File: config.mk
export PLATFORM = sky130hd
export DESIGN_NAME = debounce_event_scheduler_flat
export DESIGN_NICKNAME = d
export VERILOG_FILES = /design/src/rtl/debounce_event_scheduler_pkg.sv /design/src/rtl/debounce_event_scheduler_if.sv /design/src/rtl/debounce_event_scheduler_button_channel.sv /design/src/rtl/debounce_event_scheduler.sv /design/src/flat_wrapper.sv
export SDC_FILE = /design/constraint.sdc
export NUM_CORES = 1
export LEC_CHECK = 0
export CORE_ASPECT_RATIO = 1.75
export CORE_MARGIN = 3
export CORE_UTILIZATION = 65
export DETAILED_ROUTE_END_ITERATION = 10
export PLACE_DENSITY = 0.84
export SKIP_CTS_REPAIR_TIMING = 1
export SYNTH_ARGS = -nofsm -noshare
export SYNTH_HDL_FRONTEND = slang
export SYNTH_SLANG_ARGS = --single-unit
File: constraint.sdc
create_clock -name clk -period 3.9 [get_ports clk]
set_clock_uncertainty 0.1 [all_clocks]
set_input_delay 0.585 -clock clk [delete_from_list [all_inputs] [get_ports clk]]
set_output_delay 0.585 -clock clk [all_outputs]
set_load 0.05 [all_outputs]
File: src/rtl/debounce_event_scheduler_pkg.sv
// Shared types for the debounce event scheduler: event kinds, pending-slot
// indices and the within-button priority helpers.
package debounce_pkg;

    typedef enum logic [1:0] {
        EVT_PRESS   = 2'd0,
        EVT_RELEASE = 2'd1,
        EVT_LONG    = 2'd2
    } evt_kind_t;

    localparam int N_PEND = 3;

    // Slot order doubles as service priority: lowest index is served first.
    localparam logic [1:0] PEND_PRESS   = 2'd0;
    localparam logic [1:0] PEND_LONG    = 2'd1;
    localparam logic [1:0] PEND_RELEASE = 2'd2;

    function automatic logic [1:0] pick_slot(input logic [N_PEND-1:0] pend);
        logic [1:0] slot;
        if (pend[PEND_PRESS]) begin
            slot = PEND_PRESS;
        end else if (pend[PEND_LONG]) begin
            slot = PEND_LONG;
        end else begin
            slot = PEND_RELEASE;
        end
        return slot;
    endfunction

    function automatic evt_kind_t slot_kind(input logic [1:0] slot);
        evt_kind_t kind;
        case (slot)
            PEND_PRESS: kind = EVT_PRESS;
            PEND_LONG:  kind = EVT_LONG;
            default:    kind = EVT_RELEASE;
        endcase
        return kind;
    endfunction

endpackage

File: src/rtl/debounce_event_scheduler_if.sv
// Valid/ready event port carrying the button index and event kind.
interface debounce_event_scheduler_if #(
    parameter int N_BUTTONS = 4
);
    import debounce_pkg::*;

    localparam int ID_W = (N_BUTTONS > 1) ? $clog2(N_BUTTONS) : 1;

    logic            evt_valid;
    logic            evt_ready;
    logic [ID_W-1:0] evt_id;
    evt_kind_t       evt_kind;

    modport master (output evt_valid, output evt_id, output evt_kind, input evt_ready);
    modport slave  (input evt_valid, input evt_id, input evt_kind, output evt_ready);

endinterface

File: src/rtl/debounce_event_scheduler_button_channel.sv
// One button: two-flop synchroniser, tick-driven debounce counter, hold
// counter for long presses, and single-cycle event request pulses.
module button_channel #(
    parameter int STABLE_TICKS = 16,
    parameter int LONG_TICKS   = 500
) (
    input  logic clk,
    input  logic reset,
    input  logic tick,
    input  logic button,
    output logic stable,
    output logic set_press,
    output logic set_release,
    output logic set_long
);

    localparam int DEB_W  = $clog2(STABLE_TICKS);
    localparam int HOLD_W = $clog2(LONG_TICKS + 1);
    localparam logic [DEB_W-1:0]  DEB_LAST = DEB_W'(STABLE_TICKS - 1);
    localparam logic [HOLD_W-1:0] HOLD_MAX = HOLD_W'(LONG_TICKS);

    logic              sync1_r;
    logic              sync2_r;
    logic              stable_r;
    logic [DEB_W-1:0]  deb_cnt_r;
    logic [HOLD_W-1:0] hold_cnt_r;
    logic              toggle_s;

    // Event requests are combinational so the top captures them on the same edge the level flips.
    always_comb begin
        toggle_s    = tick && (sync2_r != stable_r) && (deb_cnt_r == DEB_LAST);
        set_press   = toggle_s && !stable_r;
        set_release = toggle_s && stable_r;
        set_long    = tick && stable_r && (hold_cnt_r == HOLD_MAX - HOLD_W'(1));
    end

    // Synchroniser, debounce and hold counters.
    always_ff @(posedge clk) begin
        if (reset) begin
            sync1_r    <= 1'b0;
            sync2_r    <= 1'b0;
            stable_r   <= 1'b0;
            deb_cnt_r  <= '0;
            hold_cnt_r <= '0;
        end else begin
            sync1_r <= button;
            sync2_r <= sync1_r;
            if (tick) begin
                if (sync2_r == stable_r) begin
                    deb_cnt_r <= '0;
                end else if (deb_cnt_r == DEB_LAST) begin
                    deb_cnt_r <= '0;
                    stable_r  <= ~stable_r;
                end else begin
                    deb_cnt_r <= deb_cnt_r + DEB_W'(1);
                end
            end
            // Saturation keeps LONG to one event per press.
            if (!stable_r) begin
                hold_cnt_r <= '0;
            end else if (tick && (hold_cnt_r != HOLD_MAX)) begin
                hold_cnt_r <= hold_cnt_r + HOLD_W'(1);
            end
        end
    end

    assign stable = stable_r;

endmodule

File: src/rtl/debounce_event_scheduler.sv
// Debounces N_BUTTONS inputs on a shared tick and serialises their
// press/release/long events through a round-robin arbiter.
module debounce_event_scheduler
    import debounce_pkg::*;
#(
    parameter int N_BUTTONS    = 4,
    parameter int TICK_DIV     = 1000,
    parameter int STABLE_TICKS = 16,
    parameter int LONG_TICKS   = 500
) (
    input  logic                          clk,
    input  logic                          reset,
    input  logic [N_BUTTONS-1:0]          buttons,
    output logic [N_BUTTONS-1:0]          stable,
    debounce_event_scheduler_if.master    evt,
    output logic                          evt_overflow,
    input  logic                          ovf_clear
);

    localparam int ID_W  = (N_BUTTONS > 1) ? $clog2(N_BUTTONS) : 1;
    localparam int PRE_W = $clog2(TICK_DIV);

    logic [PRE_W-1:0]                   presc_r;
    logic                               tick_s;
    logic [N_BUTTONS-1:0]               stable_s;
    logic [N_BUTTONS-1:0][N_PEND-1:0]   set_s;
    logic [N_BUTTONS-1:0][N_PEND-1:0]   clr_s;
    logic [N_BUTTONS-1:0][N_PEND-1:0]   pend_r;
    logic [N_BUTTONS-1:0][N_PEND-1:0]   pend_nxt_s;
    logic                               ovf_hit_s;
    logic                               ovf_r;
    logic [ID_W-1:0]                    ptr_r;
    logic [ID_W-1:0]                    sel_id_s;
    logic [1:0]                         sel_slot_s;
    logic                               load_s;
    logic                               valid_r;
    logic [ID_W-1:0]                    id_r;
    evt_kind_t                          kind_r;

    assign tick_s = (presc_r == PRE_W'(TICK_DIV - 1));

    // Shared sample-tick prescaler.
    always_ff @(posedge clk) begin
        if (reset) begin
            presc_r <= '0;
        end else if (tick_s) begin
            presc_r <= '0;
        end else begin
            presc_r <= presc_r + PRE_W'(1);
        end
    end

    for (genvar g = 0; g < N_BUTTONS; g++) begin : g_chan
        button_channel #(
            .STABLE_TICKS (STABLE_TICKS),
            .LONG_TICKS   (LONG_TICKS)
        ) u_chan (
            .clk         (clk),
            .reset       (reset),
            .tick        (tick_s),
            .button      (buttons[g]),
            .stable      (stable_s[g]),
            .set_press   (set_s[g][PEND_PRESS]),
            .set_release (set_s[g][PEND_RELEASE]),
            .set_long    (set_s[g][PEND_LONG])
        );
    end

    // Round-robin search: scanning downward in offset lets the nearest hit to the pointer win.
    always_comb begin
        logic [ID_W-1:0] cand_v;
        sel_id_s = '0;
        cand_v   = '0;
        for (int off = N_BUTTONS - 1; off >= 0; off--) begin
            cand_v   = ID_W'((int'(ptr_r) + off) % N_BUTTONS);
            sel_id_s = (|pend_r[cand_v]) ? cand_v : sel_id_s;
        end
        sel_slot_s = pick_slot(pend_r[sel_id_s]);
        load_s     = !valid_r && (|pend_r);
    end

    // Pending update: a set in the same cycle as a clear keeps the bit and is not an overflow.
    always_comb begin
        clr_s                         = '0;
        clr_s[sel_id_s][sel_slot_s]   = load_s;
        pend_nxt_s                    = (pend_r & ~clr_s) | set_s;
        ovf_hit_s                     = |(set_s & pend_r & ~clr_s);
    end

    // Pending bits and sticky overflow flag.
    always_ff @(posedge clk) begin
        if (reset) begin
            pend_r <= '0;
            ovf_r  <= 1'b0;
        end else begin
            pend_r <= pend_nxt_s;
            if (ovf_hit_s) begin
                ovf_r <= 1'b1;
            end else if (ovf_clear) begin
                ovf_r <= 1'b0;
            end
        end
    end

    // Output register and pointer; a load and a handshake never share a cycle.
    always_ff @(posedge clk) begin
        if (reset) begin
            valid_r <= 1'b0;
            id_r    <= '0;
            kind_r  <= EVT_PRESS;
            ptr_r   <= '0;
        end else if (load_s) begin
            valid_r <= 1'b1;
            id_r    <= sel_id_s;
            kind_r  <= slot_kind(sel_slot_s);
        end else if (valid_r && evt.evt_ready) begin
            valid_r <= 1'b0;
            ptr_r   <= (id_r == ID_W'(N_BUTTONS - 1)) ? '0 : id_r + ID_W'(1);
        end
    end

    assign stable        = stable_s;
    assign evt_overflow  = ovf_r;
    assign evt.evt_valid = valid_r;
    assign evt.evt_id    = id_r;
    assign evt.evt_kind  = kind_r;

endmodule

File: src/flat_wrapper.sv
// flat-port wrapper written by rule: the top's interface ports become plain ports
module debounce_event_scheduler_flat import debounce_pkg::*;
#(
    parameter int N_BUTTONS    = 4,
    parameter int TICK_DIV     = 1000,
    parameter int STABLE_TICKS = 16,
    parameter int LONG_TICKS   = 500
)
  (clk, reset, buttons, stable, evt_overflow, ovf_clear, evt_evt_valid, evt_evt_id, evt_evt_kind, evt_evt_ready);
  debounce_event_scheduler_if #(.N_BUTTONS(N_BUTTONS)) evt_i ();
  input  logic clk;
  input  logic reset;
  input  logic [N_BUTTONS-1:0] buttons;
  output logic [N_BUTTONS-1:0] stable;
  output logic evt_overflow;
  input  logic ovf_clear;
  output wire logic [$bits(evt_i.evt_valid)-1:0] evt_evt_valid;
  output wire logic [$bits(evt_i.evt_id)-1:0] evt_evt_id;
  output wire logic [$bits(evt_i.evt_kind)-1:0] evt_evt_kind;
  input wire logic [$bits(evt_i.evt_ready)-1:0] evt_evt_ready;
  assign evt_evt_valid = evt_i.evt_valid;
  assign evt_evt_id = evt_i.evt_id;
  assign evt_evt_kind = evt_i.evt_kind;
  assign evt_i.evt_ready = evt_evt_ready;
  debounce_event_scheduler #(.N_BUTTONS(N_BUTTONS), .TICK_DIV(TICK_DIV), .STABLE_TICKS(STABLE_TICKS), .LONG_TICKS(LONG_TICKS)) u_core (.clk(clk), .reset(reset), .buttons(buttons), .stable(stable), .evt(evt_i), .evt_overflow(evt_overflow), .ovf_clear(ovf_clear));
endmodule
# After elaboration in Yosys (flattened, before gate mapping)
# Cells that the tools add are included.
[classes]
n_addsub = 13
n_lt_le_gt_ge = 8
eq_ne = 23
n_mux = 34
bitwise = 15
reduce_logical = 56
[ops]
columns = ["cell", "count"]
rows = [
  ["$and 12x12->12", 4],
  ["$add 9x1->9 const B", 4],
  ["$eq 9x9->1 const B", 4],
  ["$ne 9x9->1 const B", 4],
  ["$logic_and 1x1->1", 32],
  ["$mux 4", 8],
  ["$bmux 3 s2", 5],
  ["$reduce_or 12->1", 2],
  ["$lt 2x3->1 const B", 6],
  ["$add 4x1->4 const B", 4],
  ["$eq 4x4->1 const B", 4],
  ["$mux 2", 8],
  ["$mux 3", 5],
  ["$not 12->12", 1],
  ["$or 12x12->12", 1],
  ["$reduce_and 3->1", 4],
  ["$reduce_or 3->1", 4],
  ["$add 10x1->10 const B", 1],
  ["$eq 10x10->1 const B", 1],
  ["$reduce_or 2->1", 5],
  ["$not 1->1", 9],
  ["$demux 3 s2", 1],
  ["$logic_not 1->1", 5],
  ["$mux 1", 5],
  ["other kinds (12)", 22],
]
[word_totals]
register_bits = 94
inputBits = 8
output_inout_bits = 10
word_cells = 179

# Longest topological paths before layout
# Gate-level depths: netlist of the first run.
[depth]
depth_word = 23
depth_mapped = 10
ltp_nobuf = 8

# Modules after synthesis
# A second synthesis of the first run with hierarchy kept.
[hier_totals]
cells_unflattened = 566
area_unflattened_um2 = 4877.2
[modules_own_cells]
columns = ["mod", "n_inst", "cells_each", "area_each_um2", "seq_area_each_um2"]
rows = [
  ["button_channel", 4, 95, 823.3, 320.3],
  ["debounce_event_scheduler", 1, 186, 1584.0, 600.6],
]

# Least setup slack after synthesis of the first run
# Ideal clock, no wire load.
[synth_path]
path_kind = "reg-to-reg"
from = "register u_core.presc_r[0]"
to = "register u_core.ovf_r (netlist: u_core.evt_overflow)"
setup_time_ns = 0.074
t_arrival_ns = 2.339
required_time_ns = 3.726
slack_ns = 1.387
path_stages_with_launch = 9
n_path_buf = 1
period_less_slack_ns = 2.513
cell_sequence = "dfxtp_1 -> ha_1 -> nand3b_1 -> or4_1 -> buf_2 -> or4_4 -> or3b_1 -> and4_1 -> a31oi_1"
[synth_between]
elab_chain_len = 8
elab_cells_between_ends = 30
classes_between = "eq/ne (1); mux (1); bitwise (2); reduce/logical (26)"
[synth_rtl]
columns = ["item", "line", "rtl"]
rows = [
  ["start: declaration", "debounce_event_scheduler.sv:23", "logic [PRE_W-1:0] presc_r;"],
  ["start signal: assignment", "debounce_event_scheduler.sv:49", "presc_r <= presc_r + PRE_W'(1);"],
  ["$eq 10x10->1 *", "debounce_event_scheduler.sv:40", "assign tick_s = (presc_r == PRE_W'(TICK_DIV - 1));"],
  ["$logic_and 1x1->1 (2 in a row)", "debounce_event_scheduler_button_channel.sv:31", "toggle_s = tick && (sync2_r != stable_r) && (deb_cnt_r == DEB_LAST);"],
  ["$logic_and 1x1->1 (on tied branches)", "debounce_event_scheduler_button_channel.sv:32, debounce_event_scheduler_button_channel.sv:33", ""],
  ["$and 12x12->12 * (2 in a row)", "debounce_event_scheduler.sv:87", "ovf_hit_s = |(set_s & pend_r & ~clr_s);"],
  ["$reduce_or 12->1 *", "debounce_event_scheduler.sv:87", ""],
  ["$mux 1 / $reduce_bool 2->1 (equally long branches)", "n/a", ""],
  ["end signal: assignment", "debounce_event_scheduler.sv:94", "ovf_r <= 1'b0;"],
  ["end signal: assignment", "debounce_event_scheduler.sv:98", "ovf_r <= 1'b1;"],
  ["end signal: assignment", "debounce_event_scheduler.sv:100", "ovf_r <= 1'b0;"],
  ["end: declaration", "debounce_event_scheduler.sv:31", "logic ovf_r;"],
]
# Every way passes the cells marked *; elsewhere a longest branch is shown, timed or not.
# A chain may end at the register's enable or synchronous reset.

# Worst setup path in the final report of the first run
# Same ends and word-level chain as after synthesis.

==> metrics.md, run 1 <==
| Metric | Value |
|---|---|
| Netlist Area Pre-Place | `around 4400 um2` |
| Die H | `around 110 um` |
| Biggest area consumer among synthesized cells | `dfxtp_1` |
| Pwr dens | `397 nW/um2` |
| Routed WL | `~8600 um` |
| Flops & latches, synth | `94` |
| Initial antenna violation count | `0` |
| Layout fillers | `483` |
| Worst-path clk slew | `~60 ps` |
| CTS H-Tree Depth | `3` |
| Via-per-instance ratio | `slightly below 6` |
| Crit. End Element | `register` |
| Worst path required time | `4070 ps` |
| XOR/XNOR Fraction of Synth Area | `0.0800` |
| Slowest-stage cell, CP | `or4_1` |
| Rows | `39` |
| Final Hold Viols | `0` |
| Number of CTS-inserted buffers | `9` |
| First-pass GRT wire length | `approximately 15000 um` |
| Antenna Nets Post-Route | `0` |
| Worst Tran Pin Value | `roughly 570 ps` |
| Via count | `3654` |
| Worst-Skew Late Latency | `around 340 ps` |
| PortBufs | `17` |
| Arr. time, crit path | `about 3000 ps` |
| CTS tree | `built` |
| Share of the synthesized area in the top cell type | `0.430` |
| Ys async rst share | `0` |
| Pre-Repair DR Iteration Count | `4` |
| Post-Syn Instances | `between 500 and 600` |
| Syn Area/Cell | `8.35 um2` |
| Number of remaining DRC errors | `0` |
| Net count after synthesis | `546` |
| NumNets Final | `approximately 550` |
| Wire length per cell | `approximately 14 um` |
| Detailed placer's ending HPWL | `between 6000 and 7000 um` |
| 1st-iter DRT viols | `202` |
| Largest net degree at the start of global routing | `33` |
| CP max FO | `13` |
| Synth-to-Final Area Change | `11.7%` |
| Clk sinks | `94` |
| Compound-Gate Fraction of Synth Area | `0.120` |
| Final instance area | `a little under 5000 um2` |
| Setup TNS | `0 ps` |
| Register area share after synthesis | `0.430` |
| Synth Warn # | `0` |
| CTS Buffer Depth | `2` |
| RSZ-0062 raised after global routing | `false` |
| Mux contribution to synthesized area | `0.0166` |
| Cells along the critical path | `ha_1 > nand3b_1 > or4_1 > or4_4 > or3b_1 > and4_1 > a31oi_1` |
| Delay of the slowest cell on the worst path | `between 600 and 700 ps` |
| Die ar. | `7800 um2` |
| I/O Pins | `18` |
| Register area | `roughly 1900 um2` |
| Number of global-route vias before repair | `3450` |
| Hold WC Path Type | `register to register` |
| Max cap viols | `0` |
| Layout cells sized above 1 | `0.0448` |
| CP Class | `register to register` |
| Setup Viol. Count Final | `0` |
| RePlAce Congestion | `roughly 0.9` |
| Simple-gate share of the synthesized area | `0.277` |
| Top FF cell, synth | `dfxtp_1` |
| # diodes | `0` |
| GRT Util Overall | `0.242` |
| Multi-input gate area | `~2300 um2` |
| Slew HR | `0.620` |
| Synth top area cells | `dfxtp_1 (43%), nor2_1 (6.4%), xor2_1 (5.4%)` |
| EDFF count, synth | `0` |
| Final Cycle Share | `0.735` |
| Main combinational cell family by area after synthesis | `simple AND/OR/NAND/NOR gates` |
| Synth cell types | `slightly above 50` |
| Minimum clock period | `2870 ps` |
| VDD IR-drop max | `about 380 uV` |
| Status | `finished clean` |
| Die W | `68.0 um` |
| Max Slew Vio Count | `0` |
| Leak Pwr | `between 0.0015 and 0.002 uW` |
| Initial core utilization | `0.670` |
| Root Buffer | `clkbuf_16` |
| Peak Freq | `about 350 MHz` |
| Total grt overflow | `0` |
| Crit start category | `register` |
| Core area | `approximately 6500 um2` |
| Synth Area in Adders | `0.0400` |
| Placed Instance Area | `roughly 4600 um2` |
[metal layers]
metal / part of all wire / vias up / track usage
met2: 0.53 / 68 / 0.419
met3: 0.031 / 18 / 0.0688
met1: 0.41 / 1728 / 0.258
met5: 0 / - / 0
li1: - / 1840 / -
met4: 0.024 / 0 / 0.122
[state kept, by name, indices dropped and copies added (netlist names)]
signal	cells
u_core.evt.evt_id	2
u_core.g_chan.u_chan.sync2_r	4
u_core.pend_r	12
u_core.g_chan.u_chan.hold_cnt_r	36
u_core.evt.evt_kind	2
u_core.g_chan.u_chan.stable	4
u_core.presc_r	10
u_core.evt.evt_valid	1
u_core.evt_overflow	1
u_core.g_chan.u_chan.deb_cnt_r	16
u_core.g_chan.u_chan.sync1_r	4
u_core.ptr_r	2
[synth_stat cells (2+ instances only)]
library cell,count
or3_1,15
clkbuf_1,11
nor2_1,75
a31oi_1,5
and4_1,5
nand2_1,42
dfxtp_1,94
mux2_2,2
nand2b_1,9
buf_2,2
nand4_1,15
o311ai_1,2
xor2_1,27
or3b_1,2
nor2b_1,10
a21oi_1,43
nand3_1,29
buf_4,4
nor3_1,10
nor3b_1,5
o22ai_1,2
nand3b_1,5
o31ai_1,2
nor4_1,3
ha_1,14
buf_1,6
o31a_1,2
and3_1,10
mux2i_1,5
o21ai_0,21
xnor2_1,13
o41ai_1,2
inv_1,14
[critical path, delay by kind of cell, from the launching register on]
kind                       cells  cell delay [ps]
AOI/OAI and AO/OA              1              160
DFF                            1              370
adders and majority gates      1              220
and+or+nand+nor                5             1930
[placed cells by master, fill, tap and decap left out, types with 3 or more instances in the layout]
cell             count
a21oi_1             43
a31oi_1              5
and3_1              10
and4_1               5
buf_4                3
clkbuf_16            9
clkdlybuf4s50_1     16
dfxtp_1             94
ha_1                14
inv_1               14
mux2i_1              5
nand2_1             42
nand2b_1             9
nand3_1             29
nand3b_1             5
nand4_1             15
nor2_1              75
nor2b_1             10
nor3_1              10
nor3b_1              5
nor4_1               3
o21ai_0             21
or3_1               15
xnor2_1             13
xor2_1              27
[worst paths after layout]
kind | slack, ps | end | depth (start not counted) | start
worst max-delay path | 1030 | u_core.evt_overflow | 7 | u_core.presc_r[0]
worst min-delay path | 340 | u_core.g_chan[2].u_chan.sync2_r | 1 | u_core.g_chan[2].u_chan.sync1_r
worst max register to register | 1030 | u_core.evt_overflow | 7 | u_core.presc_r[0]
worst min register to register | 340 | u_core.g_chan[2].u_chan.sync2_r | 1 | u_core.g_chan[2].u_chan.sync1_r
[cell families after synthesis]
family	count (synthesis)
fa+ha+maj	14
flops	94
buf+inv	38
mux	7
simple gates	241
compound gates	90
xor+xnor	40
[through the flow]
| stage | total power (uW) | hold slack, ps | utilization | setup WS [ps] | cells |
|---|---|---|---|---|---|
| after global routing | 2000 | 349 | 0.748 | 814 | 618 |
| after global placement | 1020 | 319 | 0.698 | 1120 | 603 |
| after CTS | 1950 | 335 | 0.748 | 1030 | 618 |
| after detailed placement | 1020 | 323 | 0.698 | 1050 | 603 |
| after floorplan | 1010 | 314 | - | 1390 | 524 |
| final | 1940 | 335 | 0.748 | 1030 | 618 |
[where the power goes]
part / switching, uW / total [uW] / internal (uW)
sequential: 4.13 / 971 / 966
combinational: 15.9 / 29.1 / 13.2
clock: 350 / 943 / 593
[layout make-up]
| class | count | area share |
|---|---|---|
| clock buffer | 12 | 0.0525 |
| clock inverter | 3 | 0.0138 |
| inverter | 15 | 0.0115 |
| multi-input combinational | 392 | 0.478 |
| sequential | 94 | 0.385 |
| tap | 82 | 0.0210 |
| timing repair buffer | 20 | 0.0384 |
No activity file was read; power rests on OpenSTA's default activity.
==> run 2: changes to the inputs <==
- CORE_UTILIZATION: 65 -> 54
- PLACE_DENSITY: 0.84 -> 0.75
- clock period: 3.9 -> 2.47 ns (I/O delays scaled with it)
==> metrics.md, run 2 (synthesis gave the netlist of run 1 again) <==
| Metric | Value |
|---|---|
| Status | `finished clean (unchanged)` |
| Via count | `3753 (was 3654)` |
| Worst path required time | `2590 ps (was 4070 ps)` |
| I/O Pins | `18 (unchanged)` |
| Arr. time, crit path | `2520 ps (was 3030 ps)` |
| PortBufs | `17 (unchanged)` |
| Initial core utilization | `0.567 (was 0.670)` |
| Pwr dens | `624 nW/um2 (was 397 nW/um2)` |
| Max FFs per register | `36 (unchanged)` |
| Layout fillers | `611 (was 483)` |
| Wire length per cell | `14.0 um (was 13.9 um)` |
| CTS H-Tree Depth | `3 (unchanged)` |
| Core area | `7720 um2 (was 6540 um2)` |
| Minimum clock period | `2400 ps (was 2870 ps)` |
| Largest register by flop count | `u_core.g_chan.u_chan.hold_cnt_r (unchanged)` |
| Setup Viol. Count Final | `0 (unchanged)` |
| Routed WL | `9290 um (was 8590 um)` |
| Total power | `3340 uW (was 1940 uW)` |
| CP max FO | `9 (was 13)` |
| 1st-iter DRT viols | `171 (was 202)` |
| Crit start category | `register (unchanged)` |
| Die ar. | `9270 um2 (was 7800 um2)` |
| Hold WS | `303 ps (was 335 ps)` |
| Root Buffer | `clkbuf_16 (unchanged)` |
| Rows | `42 (was 39)` |
| Hold WC Path Type | `primary input to register (was register to register)` |
| Slew HR | `0.598 (was 0.620)` |
| Via-per-instance ratio | `5.68 (was 5.91)` |
| NumNets Final | `590 (was 554)` |
| Initial antenna violation count | `0 (unchanged)` |
| Crit. End Element | `register (unchanged)` |
| Clk sinks | `94 (unchanged)` |
| Leak Pwr | `0.00187 uW (was 0.00164 uW)` |
| Die H | `125 um (was 115 um)` |
| Most frequent cells in the layout | `dfxtp_1 (91), nor2_1 (75), a21oi_1 (43) (was dfxtp_1 (94), nor2_1 (75), a21oi_1 (43))` |
| RSZ-0062 raised after global routing | `true (was false)` |
| RePlAce Congestion | `0.837 (was 0.884)` |
| Number of global-route vias before repair | `3687 (was 3450)` |
| Final Hold Viols | `0 (unchanged)` |
| CP Class | `register to register (unchanged)` |
| Layout cells sized above 1 | `0.147 (was 0.0448)` |
| Antenna Nets Post-Route | `0 (unchanged)` |
| Pre-Repair DR Iteration Count | `4 (unchanged)` |
| CTS Buffer Depth | `2 (unchanged)` |
| Max cap viols | `0 (unchanged)` |
| Setup TNS | `0 ps (unchanged)` |
| GRT Util Overall | `0.212 (was 0.242)` |
| Peak Freq | `418 MHz (was 349 MHz)` |
| Detailed placer's ending HPWL | `6610 um (was 6090 um)` |
| Total grt overflow | `0 (unchanged)` |
| Top Registers | `u_core.g_chan.u_chan.hold_cnt_r: 36 flops, u_core.g_chan.u_chan.deb_cnt_r: 16 flops, u_core.pend_r: 12 flops (unchanged)` |
| VDD IR-drop max | `400 uV (was 377 uV)` |
| Worst Tran Pin Value | `602 ps (was 566 ps)` |
| Final Cycle Share | `0.970 (was 0.735)` |
| Number of remaining DRC errors | `0 (unchanged)` |
| First-pass GRT wire length | `15600 um (was 14500 um)` |
| CTS tree | `built (unchanged)` |
| Most common cell after layout, fill and taps aside | `dfxtp_1 (unchanged)` |
| Die W | `74.1 um (was 68.0 um)` |
| Worst-Skew Late Latency | `340 ps (about the same)` |
| Max Slew Vio Count | `0 (unchanged)` |
| Largest net degree at the start of global routing | `25 (was 33)` |
| Synth-to-Final Area Change | `22.5% (was 11.7%)` |
| Worst-path clk slew | `60 ps (about the same)` |
| Number of CTS-inserted buffers | `9 (unchanged)` |
| # diodes | `0 (unchanged)` |
-- run 2: cell count changes in the layout (fill, tap and decap cells not counted), sizes merged --
cell	previous run	this run
buf	4	40
bufinv	2	5
clkbuf	12	9
clkinv	1	3
clkinvlp	1	0
-- run 2: worst paths after layout --
check                                        from                              endpoint  slack (ps)  cells past startpoint
setup / recovery                 u_core.pend_r[5]                   u_core.evt_overflow          70                      7
hold / removal                              reset  u_core.g_chan[0].u_chan.deb_cnt_r[2]         300                      2
setup reg to reg                 u_core.pend_r[5]                   u_core.evt_overflow          70                      7
hold reg to reg   u_core.g_chan[1].u_chan.sync1_r       u_core.g_chan[1].u_chan.sync2_r         330                      1
-- run 2: per-layer routing --
metal	up-vias	global-route usage	wire length [um]
li1	1915	-	-
met1	1783	0.225	3770
met2	39	0.374	5060
met3	16	0.0289	231
met4	0	0.132	227
met5	-	0	0
-- run 2: area by class of cell --
type	instances	area, um2	share of cell area
inverters	15	56.3	0.0105
clock buffers	9	225	0.0420
clock inverters	7	160	0.0299
flip-flops and latches	94	1890	0.352
repair buffers	56	465	0.0868
multi-input cells	392	2460	0.459
well taps	88	110	0.0205
-- run 2: power by group --
| part | leakage (uW) | switching (uW) | internal [uW] |
|---|---|---|---|
| clock network | 0.000189 | 569 | 1190 |
| logic | 0.000923 | 27.2 | 24.6 |
| registers | 0.000760 | 6.97 | 1530 |
-- run 2: critical path: stages, from the launching register on --
cell and delay (ps):
dfxtp_1 320, or3_4 390, or3_4 380, and3_4 220
or3_4 350, o311ai_2 220, and4_1 220, a31oi_1 70
-- run 2: through the flow --
stage	area, um2	cells	setup WS, ps	utilization
after floorplan	4400	524	44.9	-
after global placement	4840	643	-18.4	0.627
after detailed placement	4840	643	-72.0	0.627
after CTS	5230	659	-109	0.677
after global routing	5360	661	-33.4	0.694
final	5360	661	74.8	0.694
